--- src/rtl/serial_add_ctrl_if.sv ---
// Handshake/data bundle for serial_add_ctrl: start request with operands in, registered result and status out.
// Latency: none (wires only).
// Backpressure: none; the requester watches oBUSY/oDONE and start requests are dropped while busy.
// Ports: iSTART, iA, iB, iCIN (requester -> adder); oSUM, oCOUT, oOVF, oBUSY, oDONE (adder -> requester).
interface serial_add_ctrl_if #(
  parameter int WIDTH = 8
);
  logic             iSTART;
  logic [WIDTH-1:0] iA;
  logic [WIDTH-1:0] iB;
  logic             iCIN;
  logic [WIDTH-1:0] oSUM;
  logic             oCOUT;
  logic             oOVF;
  logic             oBUSY;
  logic             oDONE;

  modport master (
    output iSTART, iA, iB, iCIN,
    input  oSUM, oCOUT, oOVF, oBUSY, oDONE
  );

  modport slave (
    input  iSTART, iA, iB, iCIN,
    output oSUM, oCOUT, oOVF, oBUSY, oDONE
  );
endinterface

--- src/rtl/serial_add_ctrl.sv ---
// Bit-serial WIDTH-bit adder time-sharing one full-adder cell (two half adders + OR), LSB first.
// Latency: accept edge 0, bits on edges 1..WIDTH, oDONE high the cycle after edge WIDTH; one add per WIDTH+2 cycles.
// Backpressure: iSTART is only sampled in IDLE; requests arriving while busy or done are dropped, not queued.
// Ports: iCLK, iRST_N (async active-low) as plain ports; bus (serial_add_ctrl_if.slave) carries
//        iSTART/iA/iB/iCIN in and oSUM/oCOUT/oOVF/oBUSY/oDONE out.
module serial_add_ctrl #(
  parameter int WIDTH = 8
) (
  input logic             iCLK,
  input logic             iRST_N,
  serial_add_ctrl_if.slave bus
);

  localparam int CW = $clog2(WIDTH);

  typedef enum logic [1:0] {
    IDLE = 2'd0,
    ADD  = 2'd1,
    DONE = 2'd2
  } state_t;

  state_t state;
  state_t stateNext;

  logic [WIDTH-1:0] aSh;
  logic [WIDTH-1:0] bSh;
  // Holds the WIDTH-1 sum bits produced so far; the final bit is appended
  // directly when loading oSUM, so no dead LSB flop is needed.
  logic [WIDTH-2:0] resSh;
  logic [WIDTH-1:0] sumReg;
  logic [CW-1:0]    bitCnt;
  logic             carry;
  logic             msbCin;
  logic             coutReg;
  logic             ovfReg;

  logic accept;
  logic lastBit;

  // Full-adder cell built from two half adders and an OR gate.
  logic ha1Sum, ha1Carry, ha2Sum, ha2Carry, cellCarry;
  assign ha1Sum    = aSh[0] ^ bSh[0];
  assign ha1Carry  = aSh[0] & bSh[0];
  assign ha2Sum    = ha1Sum ^ carry;
  assign ha2Carry  = ha1Sum & carry;
  assign cellCarry = ha1Carry | ha2Carry;

  always_ff @(posedge iCLK or negedge iRST_N) begin
    if (!iRST_N) state <= IDLE;
    else         state <= stateNext;
  end

  always_comb begin
    stateNext = state;
    accept    = 1'b0;
    lastBit   = 1'b0;
    case (state)
      IDLE: begin
        if (bus.iSTART) begin
          accept    = 1'b1;
          stateNext = ADD;
        end
      end
      ADD: begin
        if (bitCnt == CW'(WIDTH - 1)) begin
          lastBit   = 1'b1;
          stateNext = DONE;
        end
      end
      DONE:    stateNext = IDLE;
      default: stateNext = IDLE;
    endcase
  end

  always_ff @(posedge iCLK or negedge iRST_N) begin
    if (!iRST_N) begin
      aSh     <= '0;
      bSh     <= '0;
      resSh   <= '0;
      sumReg  <= '0;
      bitCnt  <= '0;
      carry   <= 1'b0;
      msbCin  <= 1'b0;
      coutReg <= 1'b0;
      ovfReg  <= 1'b0;
    end else if (accept) begin
      aSh    <= bus.iA;
      bSh    <= bus.iB;
      carry  <= bus.iCIN;
      bitCnt <= '0;
    end else if (state == ADD) begin
      aSh   <= aSh >> 1;
      bSh   <= bSh >> 1;
      carry <= cellCarry;
      // New bit enters at the top and walks down; written with shifts so WIDTH=2 still elaborates.
      resSh <= (resSh >> 1) | ((WIDTH-1)'(ha2Sum) << (WIDTH - 2));
      // Carry into the MSB position, kept for the signed-overflow flag.
      if (bitCnt == CW'(WIDTH - 2)) msbCin <= cellCarry;
      if (lastBit) begin
        sumReg  <= {ha2Sum, resSh};
        coutReg <= cellCarry;
        ovfReg  <= msbCin ^ cellCarry;
      end else begin
        bitCnt <= bitCnt + CW'(1);
      end
    end
  end

  assign bus.oSUM  = sumReg;
  assign bus.oCOUT = coutReg;
  assign bus.oOVF  = ovfReg;
  assign bus.oBUSY = (state == ADD);
  assign bus.oDONE = (state == DONE);

endmodule

--- src/flat_wrapper.sv ---
// flat-port wrapper written by rule: the top's interface ports become plain ports
module serial_add_ctrl_flat 
#(
  parameter int WIDTH = 8
)
  (iCLK, iRST_N, bus_iSTART, bus_iA, bus_iB, bus_iCIN, bus_oSUM, bus_oCOUT, bus_oOVF, bus_oBUSY, bus_oDONE);
  serial_add_ctrl_if #(.WIDTH(WIDTH)) bus_i ();
  input logic iCLK;
  input logic iRST_N;
  input wire logic [$bits(bus_i.iSTART)-1:0] bus_iSTART;
  input wire logic [$bits(bus_i.iA)-1:0] bus_iA;
  input wire logic [$bits(bus_i.iB)-1:0] bus_iB;
  input wire logic [$bits(bus_i.iCIN)-1:0] bus_iCIN;
  output wire logic [$bits(bus_i.oSUM)-1:0] bus_oSUM;
  output wire logic [$bits(bus_i.oCOUT)-1:0] bus_oCOUT;
  output wire logic [$bits(bus_i.oOVF)-1:0] bus_oOVF;
  output wire logic [$bits(bus_i.oBUSY)-1:0] bus_oBUSY;
  output wire logic [$bits(bus_i.oDONE)-1:0] bus_oDONE;
  assign bus_i.iSTART = bus_iSTART;
  assign bus_i.iA = bus_iA;
  assign bus_i.iB = bus_iB;
  assign bus_i.iCIN = bus_iCIN;
  assign bus_oSUM = bus_i.oSUM;
  assign bus_oCOUT = bus_i.oCOUT;
  assign bus_oOVF = bus_i.oOVF;
  assign bus_oBUSY = bus_i.oBUSY;
  assign bus_oDONE = bus_i.oDONE;
  serial_add_ctrl #(.WIDTH(WIDTH)) u_core (.iCLK(iCLK), .iRST_N(iRST_N), .bus(bus_i));
endmodule
--- config.mk ---
export PLATFORM = sky130hd
export DESIGN_NAME = serial_add_ctrl_flat
export DESIGN_NICKNAME = d
export VERILOG_FILES = /design/src/rtl/serial_add_ctrl_if.sv /design/src/rtl/serial_add_ctrl.sv /design/src/flat_wrapper.sv
export SDC_FILE = /design/constraint.sdc
export NUM_CORES = 1
export LEC_CHECK = 0
export CORE_MARGIN = 5
export CORE_UTILIZATION = 30
export CTS_CLUSTER_SIZE = 8
export DETAILED_ROUTE_END_ITERATION = 8
export HOLD_SLACK_MARGIN = 0.1
export PLACE_DENSITY = 0.47
export SYNTH_ARGS = -nofsm -noshare
export SYNTH_HDL_FRONTEND = slang
export SYNTH_SLANG_ARGS = --single-unit
--- constraint.sdc ---
create_clock -name iCLK -period 2.25 [get_ports iCLK]
set_input_delay 0.225 -clock iCLK [delete_from_list [all_inputs] [get_ports iCLK]]
set_output_delay 0.225 -clock iCLK [all_outputs]
set_load 0.01 [all_outputs]
==> results of run 1 <==
[metal layers]
layer  track usage  routed length (um)
met5             0                   0
met4       0.03654                  55
met3       0.03226                 286
met2        0.1581                1659
met1        0.1370                1694
[stage by stage]
| stage | power (mW) | util | cell area [um2] | worst slack [ns] |
|---|---|---|---|---|
| 6_report | 3.194 | 0.3947 | 2365 | 0.1873 |
| 5_1_grt | 3.448 | 0.3947 | 2365 | 0.03402 |
| 4_1_cts | 3.243 | 0.3947 | 2365 | 0.1291 |
| 3_5_place_dp | 2.618 | 0.3728 | 2233 | 0.3856 |
| 3_3_place_gp | 2.576 | 0.3728 | 2233 | 0.4060 |
| 2_1_floorplan | 2.198 | - | 1878 | 0.7096 |
[Yosys cell counts (all sizes together)]
cell type | number | area share
a211o | 3 | 0.014
o311ai | 1 | 0.0047
nor4b | 6 | 0.028
a21oi | 1 | 0.0027
nand4b | 1 | 0.0047
nand3b | 1 | 0.011
nor3b | 4 | 0.016
a211oi | 4 | 0.016
o21bai | 1 | 0.0040
mux2 | 18 | 0.13
nor2b | 2 | 0.011
buf | 11 | 0.043
nand4bb | 1 | 0.0060
nand2 | 1 | 0.0020
xor2 | 1 | 0.0047
inv | 20 | 0.040
nor4bb | 1 | 0.0053
and3 | 3 | 0.010
ha | 3 | 0.020
a32o | 1 | 0.0053
nor2 | 12 | 0.024
fa | 1 | 0.011
a222oi | 11 | 0.059
dfrtp | 40 | 0.53
[power groups by stage]
stage | Clock, mW | Combinational (mW) | Sequential (mW)
after CTS | 0.633 | 1.30 | 1.31
after global placement | 0 | 1.27 | 1.31
after detailed placement | 0 | 1.30 | 1.32
after global routing | 0.662 | 1.43 | 1.36
after floorplan | 0 | 0.919 | 1.28
final | 0.610 | 1.28 | 1.30
[worst min path at each step]
| stage | from | to | slack, ns | cells past startpoint |
|---|---|---|---|---|
| final | u_core.resSh[0] | u_core.resSh[0] | 0.48 | 1 |
| after global routing | u_core.resSh[0] | u_core.resSh[0] | 0.51 | 1 |
| after CTS | u_core.resSh[0] | u_core.resSh[0] | 0.49 | 1 |
| after detailed placement | iRST_N | u_core.bus.oSUM[0] | 0.41 | 1 |
| after global placement | iRST_N | u_core.bitCnt[2] | 0.41 | 1 |
| after floorplan | iRST_N | u_core.aSh[0] | -0.07 | 0 |
[logic make-up (layout without fill, tap and decap cells)]
| kind of cell | count (synthesis) | after routing | share of synthesized area |
|---|---|---|---|
| AOI/OAI and AO/OA | 22 | 22 | 0.1053 |
| xor gates and xnor gates | 1 | 1 | 0.004664 |
| adders and majority gates | 4 | 4 | 0.03065 |
| buffers and inverters | 31 | 65 | 0.08327 |
| DFF | 40 | 40 | 0.5330 |
| muxes | 18 | 18 | 0.1259 |
| and+or+nand+nor | 32 | 32 | 0.1173 |
[state kept, by name, summed over array words and instances, names as in the netlist, 2 cells and up]
signal / cells
u_core.bSh: 8
u_core.resSh: 7
u_core.bitCnt: 3
u_core.aSh: 8
u_core.state: 2
u_core.bus.oSUM: 8
[worst max-delay path: cells and delay by family (launching register included)]
| kind | cells | cell delay, ns |
|---|---|---|
| flip-flops | 1 | 0.81 |
| buffers and inverters | 2 | 0.62 |
| AND/OR/NAND/NOR | 1 | 0.12 |
[layout make-up]
| class | count | share of cell area |
|---|---|---|
| tap | 75 | 0.03968 |
| multi-input combinational | 77 | 0.3048 |
| clock buffer | 6 | 0.03492 |
| inverter | 20 | 0.03175 |
| timing repair buffer | 37 | 0.1492 |
| clock inverter | 2 | 0.01640 |
| sequential | 40 | 0.4233 |
==> qor.yml, run 1 <==
status:
  status: "complete, no violations"
detailed_routing:
  vias: 1264
  routed_wl_mm: 3.695
  routedWlPerCell_um: 14.38
  drt-pass1-iter-count: 5
  viasPerCell: 4.918
  ant_nets: 0
  drt_iter0_drc: 90
  drc: 0
sta:
  final.setup_skew_ns: 0.01255
  rsz0062_at_grt: "false"
  finalCriticalPeriod_ns: 2.063
  fin_hold_ws_ns: 0.4808
  finalCritPeriodShare: 0.9167
  fmax_ghz: 0.4848
  relSlewSlack: 0.4060
  slew_violations: 0
  finalHoldViolations: 0
  setup_viol: 0
  fin_tns_setup_ns: 0
  worst_pin_slew_ns: 0.8910
cells_and_area:
  final_cell_mix: "40 x dfrtp_1, 30 x clkdlybuf4s50_1, 18 x inv_1"
  n_fill_cell: 584
  seq_area_um2: 1001
  syn_to_final_growth_pct: 25.92
  drive_gt1_frac: 0.1484
  finalNetCount: 205
  antenna_cells_inserted: 0
  multi_input_area_um2: 720.7
  mostFrequentLayoutCell: "dfrtp_1"
  fin_cells: 257
critical_path:
  crit_required_ns: 2.03
  max_stage_delay_ns: 0.81
  crit_chain: "inv_2 -> nor2_1 -> clkdlybuf4s50_1"
  startpoint_type: "register"
  endpoint: "bus_oDONE"
  r2r_slack_ns: 0.55
  arrival_ns: 1.84
  reg2reg_depth: 2
  crit_slowest_cell: "dfrtp_1"
  r2r-start: "u_core.state[1]"
  critPathLaunch: "u_core.state[1]"
  end_kind: "output pin"
  crit_type: "register to output pin"
  rr_endpoint: "u_core.bus.oSUM[0]"
  path_max_fanout: 20
min_path:
  hp-class: "register to register"
placement:
  hpwl_mm: 2.558
  globalplace.congestion: 0.6861
  place_inst: 248
  portBuffers: 31
clock_network:
  clock_latency_ns: 0.29
  clkTransAtPathRegs_ns: 0.07
  cts_hold_buf: 1
  cts-root-buf: "clkbuf_8"
  cts_max_path_buffers: 2
  numCtsBuffers: 5
  post_cts_resized: 0
  htreeDepth: 2
  cts_setup_buffers: 0
  cts_tree: "done"
  clock_sinks: 40
power_and_ir_drop:
  seqPwrFrac: 0.407
  power.leakage_nw: 1.088
  p_per_area_nw_per_um2: 1351
  ir_drop_mv: 0.5267
  pwr-share-clk: 0.191
  p_switching_mw: 1.004
  combPwrFrac: 0.402
  p_int_mw: 2.190
  switching_share: 0.3143
floorplan:
  fp.dieArea_um2: 7942
  ios: 32
  num_rows: 28
  die_y_um: 89.12
  die_width_um: 89.12
  start_util: 0.3135
  coreArea_um2: 5991
yosys:
  synth_cell_types: 29
  synth_nets: 172
  syn_inst: 148
  synth_warnings: 0
  seq_area_frac_synth: 0.5330
  synthesis.area_um2: 1878
  syn_avg_cell_area_um2: 12.69
  synth_seq_cells: 40
global_routing:
  grt_overflow: 0
  grt_pass1_wl_mm: 6.279
  antenna_found_initial: 0
  grt_max_degree: 41
  grt_usage: 0.1030
  grt_pass1_vias: 1290
run:
  drv_cap: 0
Power figures use the tool's default switching activity.
==> run 2: changes to the inputs <==
==> constraint.sdc (replaced) <==
create_clock -name iCLK -period 2.25 [get_ports iCLK]
set_input_delay 0.45 -clock iCLK [delete_from_list [all_inputs] [get_ports iCLK]]
set_output_delay 0.45 -clock iCLK [all_outputs]
set_load 0.01 [all_outputs]
==> run 2 against run 1 <==
Die area unchanged. Clock skew decreased by 0.0028 ns. Clock power fell by 20%. Design area decreased by 0.79%. Combinational power is 3% higher. Sequential share of layout area is 0.34 points higher. Register-to-register slack worse by 0.11 ns. Critical path depth shrank 1. Utilization shrank 0.31 points. Fmax is 3.0% lower. Count of clock-buffer cells in the layout grew 2. Sequential power barely moved.
==> qor.yml, run 2 (same netlist as run 1, synthesis figures left out) <==
status:
  status: "complete, no violations"
cells_and_area:
  finalNetCount: 207  # +0.98%
  mostFrequentLayoutCell: "dfrtp_1"
  drive_gt1_frac: 0.1522  # +0.003822
  fin_util: 0.3916  # -0.003133
  syn_to_final_growth_pct: 24.92
  seq_area_um2: 1001  # unchanged
  multi_input_area_um2: 720.7  # unchanged
  n_fill_cell: 585  # +0.17%
  final_cell_mix: "40 x dfrtp_1, 30 x clkdlybuf4s50_1, 18 x inv_1"
  antenna_cells_inserted: 0  # unchanged
global_routing:
  grt_pass1_wl_mm: 6.479  # +3.2%
  antenna_found_initial: 0  # unchanged
  grt_overflow: 0  # unchanged
  grt_pass1_vias: 1358  # +5.3%
  grt_max_degree: 21  # -49%
  grt_usage: 0.1065  # +0.003533
detailed_routing:
  dr.max_layer_used: "met4"
  vias: 1327  # +5.0%
  ant_nets: 0  # unchanged
  viasPerCell: 5.124  # +4.2%
  wl_met1_mm: 1.805  # +6.6%
  wl_met3_um: 342  # +20%
  wl_met2_mm: 1.693  # +2.0%
  routedWlPerCell_um: 14.92  # +3.8%
  drc: 0  # unchanged
  drt-pass1-iter-count: 5  # unchanged
  drt_iter0_drc: 66  # -27%
  routed_wl_mm: 3.865  # +4.6%
sta:
  fin_tns_setup_ns: 0  # unchanged
  finalCriticalPeriod_ns: 2.126  # +0.06290 ns
  rsz0062_at_grt: "false"
  fmax_ghz: 0.4705  # -3.0%
  setup_viol: 0  # unchanged
  final.setup_skew_ns: 0.009717  # -0.002834 ns
  finalHoldViolations: 0  # unchanged
  fin_ws_ns: 0.1244  # -0.06290 ns
  relSlewSlack: 0.4664  # +0.06040
  slew_violations: 0  # unchanged
  worst_pin_slew_ns: 0.7988  # -0.09225 ns
  finalCritPeriodShare: 0.9447  # +0.02796
floorplan:
  die_y_um: 89.12  # unchanged
  start_util: 0.3135  # unchanged
  coreArea_um2: 5991  # unchanged
  num_rows: 28  # unchanged
  ios: 32  # unchanged
  fp.dieArea_um2: 7942  # unchanged
  die_width_um: 89.12  # unchanged
critical_path:
  crit_required_ns: 1.80  # -0.23 ns
  arrival_ns: 1.68  # -0.16 ns
  crit_chain: "nor2b_4 -> clkdlybuf4s50_1"
  rr_endpoint: "u_core.bSh[2]"
  crit_type: "register to output pin"
  max_stage_delay_ns: 0.61  # -0.20 ns
  critPathLaunch: "u_core.state[0]"
  r2r_slack_ns: 0.44  # -0.11 ns
  crit_slowest_cell: "dfrtp_1"
  path_max_fanout: 12  # -40%
  r2r-start: "u_core.state[0]"
  end_kind: "output pin"
  reg2reg_depth: 3  # +1
  endpoint: "bus_oBUSY"
  startpoint_type: "register"
min_path:
  hp-class: "input pin to asynchronous set/reset pin"
power_and_ir_drop:
  combPwrFrac: 0.426  # +0.024
  p_switching_mw: 1.010  # +0.62%
  finalPower_mw: 3.094  # -3.1%
  power.leakage_nw: 1.082  # -0.52%
  switching_share: 0.3265  # +0.01218
  seqPwrFrac: 0.417  # +0.010
  p_per_area_nw_per_um2: 1319  # -2.4%
  pwr-share-clk: 0.157  # -0.034
  ir_drop_mv: 0.4715  # -10%
  p_int_mw: 2.084  # -4.9%
clock_network:
  cts_setup_buffers: 0  # unchanged
  cts_hold_buf: 0  # -1
  cts_max_path_buffers: 2  # unchanged
  post_cts_resized: 0  # unchanged
  cts-root-buf: "clkbuf_8"
  clock_latency_ns: 0.29  # about the same
  clkTransAtPathRegs_ns: 0.08  # about the same
  numCtsBuffers: 5  # unchanged
  clock_sinks: 40  # unchanged
  cts_tree: "done"
  htreeDepth: 2  # unchanged
placement:
  globalplace.congestion: 0.7007  # +2.1%
  hpwl_mm: 2.786  # +8.9%
  pre_cts_ws_ns: 0.3050  # -0.08058 ns
  portBuffers: 31  # unchanged
run:
  drv_cap: 0  # unchanged
## run 2: critical path, delay by kind of cell (launching register included)
family        cells  cell delay (ns)
flops             1             0.61
buf+inv           1             0.54
simple gates      1             0.23
## run 2: final cells by class
class	count	area share
Sequential cell	40	0.4267
Multi-Input combinational cell	77	0.3072
Timing Repair Buffer	39	0.1557
Tap cell	75	0.04000
Clock buffer	8	0.03840
Inverter	20	0.03200
## run 2: layer usage
layer | vias up | global-route usage
met1 | 665 | 0.1351
met3 | 4 | 0.04332
met2 | 54 | 0.1688
met5 | - | 0
li1 | 604 | -
met4 | 0 | 0.02842
## run 2: power by group through the flow
stage	clock network [mW]	registers, mW	logic (mW)
after detailed placement	0	1.31	1.33
after global routing	0.543	1.34	1.45
after floorplan	0	1.28	0.919
final	0.486	1.29	1.32
after global placement	0	1.29	1.29
after CTS	0.503	1.29	1.33
## run 2: worst min-delay path by stage
stage,slack [ns],cells after the start,to,start
2_1_floorplan,0.15,0,u_core.aSh[0],iRST_N
3_3_place_gp,0.42,1,u_core.bus.oSUM[0],iRST_N
3_5_place_dp,0.42,1,u_core.bus.oSUM[0],iRST_N
4_1_cts,0.11,1,u_core.carry,iRST_N
5_1_grt,0.12,1,u_core.state[1],iRST_N
6_report,0.09,1,u_core.carry,iRST_N
## run 2: per-stage QoR
stage               hold slack [ns]  cells  instance area (um2)
floorplan                    0.1544    148                 1878
global placement             0.4188    251                 2256
detailed placement           0.4226    251                 2256
CTS                          0.1096    259                 2346
global route                 0.1233    259                 2346
finish                      0.09189    259                 2346
==> run 3: changes to the inputs <==
--- a/config.mk
+++ b/config.mk
@@ -5,12 +5,14 @@
 export SDC_FILE = /design/constraint.sdc
 export NUM_CORES = 1
 export LEC_CHECK = 0
+export ABC_AREA = 1
 export CORE_MARGIN = 5
 export CORE_UTILIZATION = 30
 export CTS_CLUSTER_SIZE = 8
 export DETAILED_ROUTE_END_ITERATION = 8
 export HOLD_SLACK_MARGIN = 0.1
-export PLACE_DENSITY = 0.47
+export PLACE_DENSITY = 0.48
+export RECOVER_POWER = 50
 export SYNTH_ARGS = -nofsm -noshare
 export SYNTH_HDL_FRONTEND = slang
 export SYNTH_SLANG_ARGS = --single-unit
==> run 3 against run 2 <==
Synthesized cell count up 35%. Count of clock-buffer cells in the layout is 3 lower. Hold slack improved by 0.28 ns.
==> qor.yml, run 3 <==
sta:
  final.setup_skew_ns: 0.005686  # -0.004031 ns
  finalCriticalPeriod_ns: 2.037  # -0.08834 ns
  relSlewSlack: 0.2171  # -0.2493
  rsz0062_at_grt: "false"
  finalCritPeriodShare: 0.9054  # -0.03926
  fin_ws_ns: 0.2128  # +0.08834 ns
  slew_violations: 0  # unchanged
  setup_viol: 0  # unchanged
  worst_pin_slew_ns: 1.174  # +0.3757 ns
  fin_tns_setup_ns: 0  # unchanged
  finalHoldViolations: 0  # unchanged
  fmax_ghz: 0.4909  # +4.3%
floorplan:
  ios: 32  # unchanged
  die_y_um: 86.44  # -3.0%
  fp.dieArea_um2: 7472  # -5.9%
  num_rows: 27  # -3.6%
  coreArea_um2: 5608  # -6.4%
  die_width_um: 86.44  # -3.0%
  start_util: 0.3126  # -0.0009084
power_and_ir_drop:
  p_int_mw: 2.041  # -2.0%
  power.leakage_nw: 1.120  # +3.5%
  p_per_area_nw_per_um2: 1349  # +2.3%
  p_switching_mw: 1.060  # +5.0%
  finalPower_mw: 3.102  # +0.25%
  switching_share: 0.3418  # +0.01533
  seqPwrFrac: 0.386  # -0.031
  pwr-share-clk: 0.263  # +0.106
  combPwrFrac: 0.351  # -0.075
  ir_drop_mv: 0.5499  # +17%
status:
  status: "complete, no violations"
global_routing:
  grt_pass1_vias: 1426  # +5.0%
  grt_pass1_wl_mm: 6.893  # +6.4%
  grt_max_degree: 26  # +24%
  grt_usage: 0.1158  # +0.009278
  antenna_found_initial: 0  # unchanged
  grt_overflow: 0  # unchanged
critical_path:
  end_kind: "output pin"
  crit_required_ns: 1.80  # about the same
  max_stage_delay_ns: 0.53  # -0.08 ns
  path_max_fanout: 6  # -6
  crit_type: "register to output pin"
  rr_endpoint: "u_core.bus.oSUM[6]"
  r2r_slack_ns: 0.49  # +0.05 ns
  r2r-start: "u_core.state[1]"
  crit_slowest_cell: "clkdlybuf4s50_1"
  arrival_ns: 1.59  # -0.09 ns
  reg2reg_depth: 7  # +4
  cpLargestDelayFamily: "buffers and inverters"
  cp_num_buf_inv: 3  # +2
  crit_chain: "inv_2 -> nand2_1 -> clkinv_2 -> clkdlybuf4s50_1"
  startpoint_type: "register"
clock_network:
  cts_tree: "done"
  numCtsBuffers: 5  # unchanged
  htreeDepth: 2  # unchanged
  cts_max_path_buffers: 2  # unchanged
  clock_latency_ns: 0.29  # about the same
  cts_hold_buf: 0  # unchanged
  clkTransAtPathRegs_ns: 0.08  # about the same
  cts-root-buf: "clkbuf_8"
  post_cts_resized: 0  # unchanged
  clock_sinks: 40  # unchanged
  cts_setup_buffers: 0  # unchanged
cells_and_area:
  drive_gt1_frac: 0.08085  # -0.07132
  syn_to_final_growth_pct: 31.12
  antenna_cells_inserted: 0  # unchanged
  multi_input_area_um2: 658.1  # -8.7%
  mostFrequentLayoutCell: "nand2_1"
  final_cell_mix: "69 x nand2_1, 52 x nand3_1, 40 x dfrtp_1"
  fin_cells: 307  # +19%
  finalNetCount: 258  # +25%
  n_fill_cell: 582  # -0.51%
  fin_area_um2: 2298  # -2.0%
  seq_area_um2: 1001  # unchanged
detailed_routing:
  drc: 0  # unchanged
  ant_nets: 0  # unchanged
  drt-pass1-iter-count: 4  # -1
  drt_iter0_drc: 101  # +53%
  viasPerCell: 4.661  # -9.0%
  routedWlPerCell_um: 12.66  # -15%
  vias: 1431  # +7.8%
  routed_wl_mm: 3.888  # +0.60%
yosys:
  post-synth-top-area-cell: "dfrtp_1"
  synthesis.area_um2: 1753  # -6.7%
  yosys-top-cells-count: "68 x nand2_1, 52 x nand3_1, 40 x dfrtp_1"
  synth_seq_cells: 40  # unchanged
  synth_ff_type: "dfrtp_1"
  synth_nets: 224  # +30%
  seq_area_frac_synth: 0.5710  # +0.03804
  synthArstFlopShare: 1.000  # unchanged
  synth_top_cell_area_share: 0.5710  # +0.03804
  synth_cell_types: 18  # -38%
  synthTopCellsByArea: "dfrtp_1 57%, nand3_1 15%, nand2_1 15%"
  synth_warnings: 0  # unchanged
  synth_edf_count: 0  # unchanged
  syn_inst: 200  # +35%
  synth_most_common_cell: "nand2_1"
  syn_avg_cell_area_um2: 8.765  # -31%
placement:
  globalplace.congestion: 0.7135  # +1.8%
  pre_cts_ws_ns: 0.4884  # +0.1834 ns
  hpwl_mm: 2.671  # -4.1%
  portBuffers: 31  # unchanged
  place_area_um2: 2151  # -4.7%
  place_inst: 299  # +19%
run:
  drv_cap: 0  # unchanged
min_path:
  hp-class: "input pin to asynchronous set/reset pin"
## run 3: cell types whose count changed in the layout (fill, tap and decap cells not counted), moves of 8 or more
cell / change
mux2_4: -9
mux2_1: -9
nand2_1: +68
a222oi_1: -11
nand3_1: +52
inv_1: -11
nor2_1: -8
## run 3: kinds of logic (layout without fill, tap and decap cells)
group	Yosys count	after routing	synth area share
adder cells (fa/ha/maj)	4	4	0.03284
buffers and inverters	19	54	0.04925
flip-flops	40	40	0.5710
AND/OR/NAND/NOR	130	130	0.3269
AO/OA/AOI/OAI	7	7	0.01998
## run 3: worst max-delay path by stage
stage	endpoint	slack, ns	from	depth (start not counted)
2_1_floorplan	u_core.bus.oCOUT	0.95	u_core.bitCnt[0]	7
3_3_place_gp	u_core.aSh[3]	0.54	bus_iSTART	4
3_5_place_dp	u_core.bSh[6]	0.49	bus_iSTART	4
4_1_cts	bus_oBUSY	0.28	u_core.state[1]	4
5_1_grt	bus_oBUSY	0.12	u_core.state[1]	4
6_report	bus_oBUSY	0.21	u_core.state[1]	4
## run 3: final cells by class
class                   instances  area share
flip-flops and latches         40      0.4355
multi-input cells             141      0.2863
repair buffers                 36      0.1530
clock inverters                 3     0.03919
well taps                      72     0.03919
clock buffers                   5     0.02994
inverters                      10     0.01688
## run 3: through the flow
stage               hold WS, ns  utilization
floorplan                0.1544            -
global placement         0.4539       0.3835
detailed placement       0.4426       0.3835
CTS                      0.1198       0.4119
global route             0.4811       0.4099
finish                   0.3741       0.4099
## run 3: power by group through the flow
stage | Clock [mW] | Combinational, mW | Sequential [mW]
2_1_floorplan | 0 | 0.671 | 1.22
6_report | 0.815 | 1.09 | 1.20
5_1_grt | 0.868 | 1.26 | 1.24
3_5_place_dp | 0 | 1.12 | 1.21
4_1_cts | 0.837 | 1.13 | 1.20
3_3_place_gp | 0 | 1.11 | 1.21
## run 3: routing by layer
metal | global-route usage | vias up | part of all wire
li1 | - | 721 | -
met1 | 0.1614 | 677 | 0.50
met2 | 0.1732 | 31 | 0.43
met3 | 0.04087 | 2 | 0.058
met4 | 0.02550 | 0 | 0.0049
met5 | 0 | - | 0
